[config.mk]
export PLATFORM = sky130hd
export DESIGN_NAME = memory_stage
export DESIGN_NICKNAME = d
export VERILOG_FILES = /design/src/rtl/memory_stage_pkg.sv /design/src/rtl/memory_stage_register.sv /design/src/rtl/memory_stage.sv
export SDC_FILE = /design/constraint.sdc
export NUM_CORES = 1
export LEC_CHECK = 0
export BUFFER_PORTS_ARGS = -buffer_cell sky130_fd_sc_hd__buf_2
export CAP_MARGIN = 20
export CORE_MARGIN = 5
export CORE_UTILIZATION = 31
export CTS_CLUSTER_DIAMETER = 120
export DETAILED_ROUTE_END_ITERATION = 10
export PLACE_DENSITY = 0.7
export SYNTH_ARGS = -nofsm -noshare
export SYNTH_HDL_FRONTEND = slang
export SYNTH_SLANG_ARGS = --single-unit
[constraint.sdc]
create_clock -name clock -period 3.3 [get_ports clock]
set_clock_uncertainty 0.15 [all_clocks]
set_input_delay 0.495 -clock clock [delete_from_list [all_inputs] [get_ports clock]]
set_output_delay 0.495 -clock clock [all_outputs]
set_load 0.1 [all_outputs]
[src/rtl/memory_stage_pkg.sv]
// Shared control-word layout and M-stage FSM encodings for the memory stage.
package memory_stage_pkg;

   localparam int CTRL_W         = 12;
   localparam int CTRL_MEM_READ  = 0;
   localparam int CTRL_MEM_WRITE = 1;

   typedef enum logic [1:0] {
      M_IDLE   = 2'd0,
      M_ACCESS = 2'd1,
      M_DONE   = 2'd2
   } mstate_e;

   function automatic logic is_mem_op(input logic [CTRL_W-1:0] ctrl);
      return ctrl[CTRL_MEM_READ] | ctrl[CTRL_MEM_WRITE];
   endfunction

   // Read+write together is illegal and resolves to a load.
   function automatic logic is_store(input logic [CTRL_W-1:0] ctrl);
      return ctrl[CTRL_MEM_WRITE] & ~ctrl[CTRL_MEM_READ];
   endfunction

endpackage

[src/rtl/memory_stage_register.sv]
// Plain enabled register with synchronous active-high clear.
module memory_stage_register #(
   parameter int W = 32
) (
   input  logic         clk_i,
   input  logic         rst_i,
   input  logic         en_i,
   input  logic [W-1:0] d_i,
   output logic [W-1:0] q_o
);

   logic [W-1:0] data_q;

   // Clear has priority over the load enable.
   always_ff @(posedge clk_i) begin
      if (rst_i) begin
         data_q <= '0;
      end else if (en_i) begin
         data_q <= d_i;
      end
   end

   assign q_o = data_q;

endmodule

[src/rtl/memory_stage.sv]
// Memory stage: runs a req/ack data-memory access for loads/stores, stalls
// upstream while it is outstanding and bubbles the MW latch meanwhile.
//
//  state    | meaning
//  ---------+--------------------------------------------------------------
//  M_IDLE   | no access; non-memory ops pass straight through
//  M_ACCESS | dmem_req held; waiting for dmem_ack or the timeout count
//  M_DONE   | access finished; XM inputs plus captured load data go to MW
module memory_stage
   import memory_stage_pkg::*;
#(
   parameter int          TIMEOUT_CYCLES = 16,
   parameter logic [31:0] ERR_DATA       = 32'h0
) (
   input  logic              clock,
   input  logic              reset,
   input  logic              wren,
   input  logic [31:0]       in_ALU_result,
   input  logic [31:0]       in_store_data,
   input  logic [4:0]        in_rd,
   input  logic [CTRL_W-1:0] in_ctrl_signals,
   output logic [31:0]       dmem_addr,
   output logic [31:0]       dmem_wdata,
   output logic              dmem_req,
   output logic              dmem_we,
   input  logic              dmem_ack,
   input  logic [31:0]       dmem_rdata,
   output logic              stall,
   output logic              mem_error,
   output logic [31:0]       out_ALU_result,
   output logic [31:0]       out_data_read,
   output logic [4:0]        out_rd,
   output logic [CTRL_W-1:0] out_ctrl_signals,
   output logic              mw_wren
);

   localparam int CNT_W = (TIMEOUT_CYCLES > 1) ? $clog2(TIMEOUT_CYCLES) : 1;
   localparam logic [CNT_W-1:0] CNT_LAST = CNT_W'(TIMEOUT_CYCLES - 1);

   mstate_e          state_q, state_d;
   logic [CNT_W-1:0] cnt_q, cnt_d;
   logic             err_q, err_d;
   logic             cap;
   logic [31:0]      cap_data;
   logic [31:0]      rdata_q;
   logic             mem_op, store;

   assign mem_op = is_mem_op(in_ctrl_signals);
   assign store  = is_store(in_ctrl_signals);

   // State, timeout count and sticky error; wren=0 freezes everything.
   always_ff @(posedge clock) begin
      if (!reset) begin
         state_q <= M_IDLE;
         cnt_q   <= '0;
         err_q   <= 1'b0;
      end else if (wren) begin
         state_q <= state_d;
         cnt_q   <= cnt_d;
         err_q   <= err_d;
      end
   end

   // Next state, count and load-data capture; ack beats a same-cycle timeout.
   always_comb begin
      state_d  = state_q;
      cnt_d    = cnt_q;
      err_d    = err_q;
      cap      = 1'b0;
      cap_data = ERR_DATA;
      case (state_q)
         M_IDLE: begin
            if (mem_op) begin
               state_d = M_ACCESS;
               cnt_d   = '0;
            end
         end
         M_ACCESS: begin
            cnt_d = cnt_q + 1'b1;
            if (dmem_ack) begin
               cap      = 1'b1;
               cap_data = store ? 32'h0 : dmem_rdata;
               state_d  = M_DONE;
            end else if (cnt_q == CNT_LAST) begin
               cap     = 1'b1;
               err_d   = 1'b1;
               state_d = M_DONE;
            end
         end
         M_DONE:  state_d = M_IDLE;
         default: state_d = M_IDLE;
      endcase
   end

   memory_stage_register #(.W(32)) u_rdata (
      .clk_i (clock),
      .rst_i (~reset),
      .en_i  (cap & wren),
      .d_i   (cap_data),
      .q_o   (rdata_q)
   );

   // Output decode; everything but the address/data lines is forced low in reset.
   always_comb begin
      dmem_addr        = in_ALU_result;
      dmem_wdata       = in_store_data;
      dmem_req         = reset & (state_q == M_ACCESS);
      dmem_we          = reset & (state_q == M_ACCESS) & store;
      stall            = reset & (((state_q == M_IDLE) & mem_op) | (state_q == M_ACCESS));
      mem_error        = reset & err_q;
      mw_wren          = reset & wren;
      out_ALU_result   = 32'h0;
      out_data_read    = 32'h0;
      out_rd           = 5'd0;
      out_ctrl_signals = '0;
      if (reset && !stall) begin
         out_ALU_result   = in_ALU_result;
         out_rd           = in_rd;
         out_ctrl_signals = in_ctrl_signals;
         out_data_read    = (state_q == M_DONE) ? rdata_q : 32'h0;
      end
   end

endmodule
==> results.yml, run 1 <==
power:
  powerDensity_mw_per_mm2: 294
  leakage_uw: 0.00207
  ir_drop_mv: 0.183
  p_total_uw: 1360
detailed_routing:
  drtIter0Drc: 222
  drc_errors: 0
  dr_total_vias: 2766
  wl_per_cell_um: 18.2
  viasPerCell: 4.74
  ant_nets: 0
  dr.pass1.iters: 4
  finalWirelength_um: 10600
timing:
  fmaxAchievable_ghz: 0.390
  min_period_over_period_pct: 77.7
  tightest_slew_ps: 672
  relSlewSlack_pct: 55.0
  worst_slack_ps: 738
  hold_slack_ps: 277
  grt_setup_unrepaired: "false"
  final_max_slew_viol_count: 0
  finalCriticalPeriod_ps: 2560
  setup_viol: 0
  hold_viol_final: 0
  tns_ps: 0
global_routing:
  grt_pass1_vias: 2884
  antenna_found_initial: 1
  grt_pass1_wl_um: 16400
  grt_max_degree: 48
  grt_overflow: 0
  track_usage_pct: 18.7
final_layout:
  fin_nets: 592
  final_common_cell: "buf_2"
  fillers: 795
  mostFrequentLayoutCells: "buf_2 (123), and2_1 (82), buf_12 (79)"
  drive_gt1_share_pct: 46.7
  antenna_cells: 0
  syn_to_final_growth_pct: 66.3
  finish.utilization_pct: 52.8
logic_synthesis:
  syn_inst: 349
  yosysTopAreaCell: "dfxtp_1"
  syn_nets: 467
  ys_seq_elements: 39
  synth.top_cell.area_share_pct: 28.2
  synth_area_mm2: 0.00277
  syn_area_per_cell_um2: 7.94
  synthTopCellsByArea: "dfxtp_1 (28%), buf_4 (19%), and2_1 (19%)"
  synth_cell_types: 30
  yosysWarnings: 0
  seq_area_frac_synth_pct: 28.2
clock_network:
  cts_num_sinks: 39
  cts_hold_buf: 0
  cts_inserted_buffers: 5
  worstSkewPairLatency_ps: 280
  clk_pin_slew_ps: 70
  ctsResizeCount: 0
  cts_max_level: 2
  cts_tree: "yes"
  post-cts-setup-buffers: 0
  root_buffer: "clkbuf_8"
  clk_path_buf_depth: 2
status:
  status: "completed"
worst_hold_path:
  whs_path_depth: 2
  hold_class: "in -> reg"
die:
  die_area_mm2: 0.0109
  core_area_mm2: 0.00872
  start_util_pct: 31.8
  die_x_um: 105
  row_count: 34
  die_y_um: 105
  num_io_pins: 267
placed_design:
  place.gp.congestion: 0.739
  hpwlAfterDp_um: 8780
  place.port_buffers: 202
  pre_cts_ws_ps: 726
critical_path:
  r2r_slack_ps: 1340
  critPathRequiredTime_ps: 2650
  path_max_fanout: 47
  endpoint_kind: "output pin"
  critPathArrivalTime_ps: 1920
  r2r_cells: 5
  cp-start-kind: "flop"
  path_class: "reg -> out"
flow_run:
  cap_viol_max_count: 0
[power by group]
part           switching (uW)  total, uW  internal, uW
clock                     157        305           148
combinational             418        566           148
sequential               6.69        484           477
[flip-flops by register name, indices dropped and copies added, names as in the netlist]
| signal | count |
|---|---|
| state_q | 2 |
| err_q | 1 |
| cnt_q | 4 |
| u_rdata.q_o | 32 |
[layer usage]
metal  vias to the layer above  part of all wire, %  global-route usage (%)
li1                       1340                    -                       -
met1                      1259                   36                    21.1
met2                       155                   53                    33.4
met3                        10                  9.6                    6.91
met4                         2                  1.4                    4.07
met5                         -                 0.12                       0
[synth_stat cells]
| cell | n |
|---|---|
| and2_1 | 82 |
| buf_4 | 69 |
| dfxtp_1 | 39 |
| nand2_1 | 35 |
| a21oi_1 | 34 |
| a31o_1 | 33 |
| buf_2 | 10 |
| clkbuf_1 | 7 |
| nor2_1 | 7 |
| buf_6 | 6 |
| and3_1 | 3 |
| a311oi_1 | 2 |
| nand2b_1 | 2 |
| nor2b_1 | 2 |
| nor3_2 | 2 |
| o21a_1 | 2 |
| a211oi_1 | 1 |
| a31oi_1 | 1 |
| a41oi_1 | 1 |
| and2_4 | 1 |
| and3b_1 | 1 |
| ha_1 | 1 |
| inv_1 | 1 |
| inv_2 | 1 |
| nand3_1 | 1 |
| nor3_1 | 1 |
| nor3b_1 | 1 |
| o21ai_0 | 1 |
| o221a_2 | 1 |
| o31ai_1 | 1 |
[cells by family (layout without fill, tap and decap cells)]
| family | after synthesis | after routing | share of synthesized area (%) |
|---|---|---|---|
| AO/OA/AOI/OAI | 77 | 77 | 19.4 |
| adder cells (fa/ha/maj) | 1 | 1 | 0.452 |
| buffers and inverters | 94 | 220 | 24.2 |
| flip-flops | 39 | 39 | 28.2 |
| AND/OR/NAND/NOR | 138 | 138 | 27.8 |
[worst max-delay path: stages (launching register included)]
cell     delay [ps]
dfxtp_1         400
nor3_2          320
o21a_1          150
buf_4           310
and2_1          250
buf_12          190
[layout make-up]
cell class	instances	area (um^2)	area share (%)
Inverter	2	7.51	0.163
Clock inverter	1	5.00	0.109
Tap cell	108	135	2.93
Sequential cell	39	781	16.9
Multi-Input combinational cell	216	1340	29.0
Clock buffer	7	76.3	1.66
Timing Repair Buffer	210	2260	49.2
[through the flow]
stage	cells	cell area (um^2)
floorplan	349	2780
detailed placement	575	4530
global placement	574	4510
finish	583	4610
global route	583	4610
CTS	583	4610
[path summary, 6_finish.rpt]
check                       from                    to
setup / recovery      state_q[0]  out_ctrl_signals[10]
hold / removal    dmem_rdata[23]       u_rdata.q_o[23]
setup reg to reg        cnt_q[0]       u_rdata.q_o[19]
hold reg to reg            err_q                 err_q
(Power assumes the default switching activity.)
==> run 2: changes to the inputs <==
--- a/config.mk
+++ b/config.mk
@@ -5,13 +5,14 @@
 export SDC_FILE = /design/constraint.sdc
 export NUM_CORES = 1
 export LEC_CHECK = 0
+export ABC_AREA = 1
 export BUFFER_PORTS_ARGS = -buffer_cell sky130_fd_sc_hd__buf_2
 export CAP_MARGIN = 20
 export CORE_MARGIN = 5
 export CORE_UTILIZATION = 31
 export CTS_CLUSTER_DIAMETER = 120
 export DETAILED_ROUTE_END_ITERATION = 10
-export PLACE_DENSITY = 0.7
+export PLACE_DENSITY = 0.67
 export SYNTH_ARGS = -nofsm -noshare
 export SYNTH_HDL_FRONTEND = slang
 export SYNTH_SLANG_ARGS = --single-unit
==> constraint.sdc (replaced) <==
create_clock -name clock -period 2.36 [get_ports clock]
set_clock_uncertainty 0.15 [all_clocks]
set_input_delay 0.354 -clock clock [delete_from_list [all_inputs] [get_ports clock]]
set_output_delay 0.354 -clock clock [all_outputs]
set_load 0.1 [all_outputs]
==> run 2 against run 1 <==
  * Area after synthesis rose by 13%
  * Cell area grew 18%
  * Utilization rose by 2.3 points
  * Global-route usage fell by 0.67 points
  * Die area increased by 12%
  * Critical path depth increased by 3
  * Combinational power is 120% higher
  * Sequential share of layout area fell by 2.4 points
  * Largest cell class unchanged
==> results.yml, run 2 <==
status:
  status: "completed"
clock_network:
  root_buffer: "clkbuf_8"
  cts_max_level: 2
  clk_pin_slew_ps: 80
  cts_inserted_buffers: 5
  worstSkewPairLatency_ps: 290
  cts_tree: "yes"
  clk_path_buf_depth: 2
  cts_num_sinks: 39
  cts_hold_buf: 0
  post-cts-setup-buffers: 0
critical_path:
  critPathArrivalTime_ps: 1760
  rr_startpoint: "cnt_q[0]"
  path_buf_inv: 3
  r2r_slack_ps: 710
  cp-start-kind: "flop"
  r2r-end: "u_rdata.q_o[11]"
  path_max_fanout: 24
  crit_slowest_cell: "dfxtp_4"
  path_class: "reg -> out"
  r2r_cells: 8
  critPathRequiredTime_ps: 1860
  worstPathCellList: "nor2_1 -> nand2_1 -> nand2_4 -> nor2_8 -> clkinv_4 -> buf_16 -> nor2_2 -> buf_12"
  endpoint_kind: "output pin"
  slowest_delay_ps: 390
  cp_top_family: "simple AND/OR/NAND/NOR gates"
final_layout:
  final_cells: 782
  mostFrequentLayoutCells: "inv_1 (123), buf_2 (118), nor2_1 (106)"
  fin_nets: 765
  largest_reg_flops: 32
  syn_to_final_growth_pct: 72.4
  drive_gt1_share_pct: 43.2
  final_common_cell: "inv_1"
die:
  row_count: 36
  die_x_um: 111
  start_util_pct: 32.0
  num_io_pins: 267
  die_y_um: 111
  die_area_mm2: 0.0122
  core_area_mm2: 0.00982
timing:
  final_max_slew_viol_count: 0
  tightest_slew_ps: 511
  grt_setup_unrepaired: "true"
  setup_viol: 0
  relSlewSlack_pct: 66.1
  fmaxAchievable_ghz: 0.441
  min_period_over_period_pct: 96.1
  hold_slack_ps: 266
  hold_viol_final: 0
  finalCriticalPeriod_ps: 2270
logic_synthesis:
  synthTopCellsByArea: "dfxtp_1 (25%), buf_4 (16%), nor2_1 (15%)"
  syn_nets: 634
  synth.top_cell.area_share_pct: 24.9
  synth_area_mm2: 0.00314
  syn_area_per_cell_um2: 6.09
  synthTopCellsByCount: "nor2_1 (124), inv_1 (123), buf_4 (66)"
  yosysMostFrequentCell: "nor2_1"
  yosysTopAreaCell: "dfxtp_1"
  seq_area_frac_synth_pct: 24.9
  synth_cell_types: 23
  yosysWarnings: 0
  synthFlopType: "dfxtp_1"
  async_reset_ff_share_pct: 0
  ys_seq_elements: 39
  synth_edf_count: 0
  syn_inst: 516
flow_run:
  cap_viol_max_count: 0
global_routing:
  grt_pass1_vias: 3298
  grt_overflow: 0
  grt_max_degree: 37
  antenna_found_initial: 1
  grt_pass1_wl_um: 18100
  track_usage_pct: 18.0
worst_hold_path:
  hold_class: "in -> reg"
  min_to: "state_q[1]"
  whs_path_depth: 3
  hold_start: "reset"
detailed_routing:
  ant_nets: 0
  dr_total_vias: 3416
  viasPerCell: 4.37
  drtIter0Drc: 149
  wl_per_cell_um: 14.3
  dr.pass1.iters: 4
  drc_errors: 0
  finalWirelength_um: 11200
power:
  ir_drop_mv: 0.320
  powerDensity_mw_per_mm2: 466
  leakage_uw: 0.00290
placed_design:
  place_inst: 772
  place.port_buffers: 202
  place.gp.congestion: 0.836
  hpwlAfterDp_um: 8850
-- run 2: cell types whose count changed after synthesis, moves of 7 or more --
cell / before / now
nor2_4: 0 / 11
and2_1: 82 / 0
nand2_1: 35 / 24
o21ai_0: 1 / 25
a31o_1: 33 / 0
nand3_1: 1 / 35
inv_1: 1 / 123
nor2_2: 0 / 20
nor2_1: 7 / 124
o21ai_1: 0 / 7
a21oi_1: 34 / 6
-- run 2: worst max path at each step --
stage                            start                    to  slack, ps  cells past startpoint
CTS                         state_q[1]     out_data_read[18]          2                      8
global route                state_q[0]  out_ctrl_signals[10]        -10                      8
detailed placement  in_ctrl_signals[0]   out_ctrl_signals[6]        180                     10
floorplan                        reset     out_ALU_result[0]       -370                      6
finish                      state_q[0]             out_rd[0]         90                      8
global placement    in_ctrl_signals[0]     out_ALU_result[0]        210                     10
-- run 2: per-layer routing --
metal	vias up	GRT usage, %	routed length [um]
met4	0	5.34	267
li1	1685	-	-
met2	195	32.8	5890
met3	17	7.64	1190
met5	-	0	0
met1	1519	18.7	3850
-- run 2: report_power, final --
part | internal (uW) | total, uW | switching, uW
logic | 354 | 1230 | 879
clock network | 342 | 586 | 243
registers | 686 | 704 | 17.5
total | 1380 | 2520 | 1140
-- run 2: per-stage QoR --
| stage | setup slack, ps | total power, uW | utilization (%) | setup TNS (ps) | area (um^2) |
|---|---|---|---|---|---|
| detailed placement | 177 | 1920 | 52.9 | 0 | 5190 |
| floorplan | -367 | 1840 | - | -3760 | 3260 |
| global route | -14.6 | 2630 | 55.1 | -84.0 | 5420 |
| CTS | 1.58 | 2540 | 54.9 | 0 | 5390 |
| global placement | 213 | 1920 | 52.9 | 0 | 5190 |
| finish | 91.4 | 2520 | 55.1 | 0 | 5420 |
-- run 2: cell type report --
cell class | count | area (um^2)
sequential | 39 | 786
antenna | 1 | 2.50
multi-input combinational | 262 | 1450
tap | 133 | 166
clock buffer | 6 | 82.6
clock inverter | 2 | 35.0
timing repair buffer | 212 | 2420
fill | 931 | 4400
inverter | 127 | 482
-- run 2: what timing repair did --
item,CTS,global route
gates cloned,1,0
gates resized for setup,17,6
setup endpoints to repair,22,71
-- run 2: kinds of logic after synthesis --
group	share of synthesized area [%]
buffers and inverters	34.9
and+or+nand+nor	33.3
adders and majority gates	0.398
xor gates and xnor gates	0.279
AOI/OAI and AO/OA	6.29
DFF	24.9
-- run 2: worst register-to-register path, stage by stage, from the launching register on --
cell and delay, ps:
dfxtp_1 380, ha_1 200, nand3_1 120, nand2_1 140, nand2_4 60, inv_2 190, buf_12 200, nor2_1 50
nor2_1 100
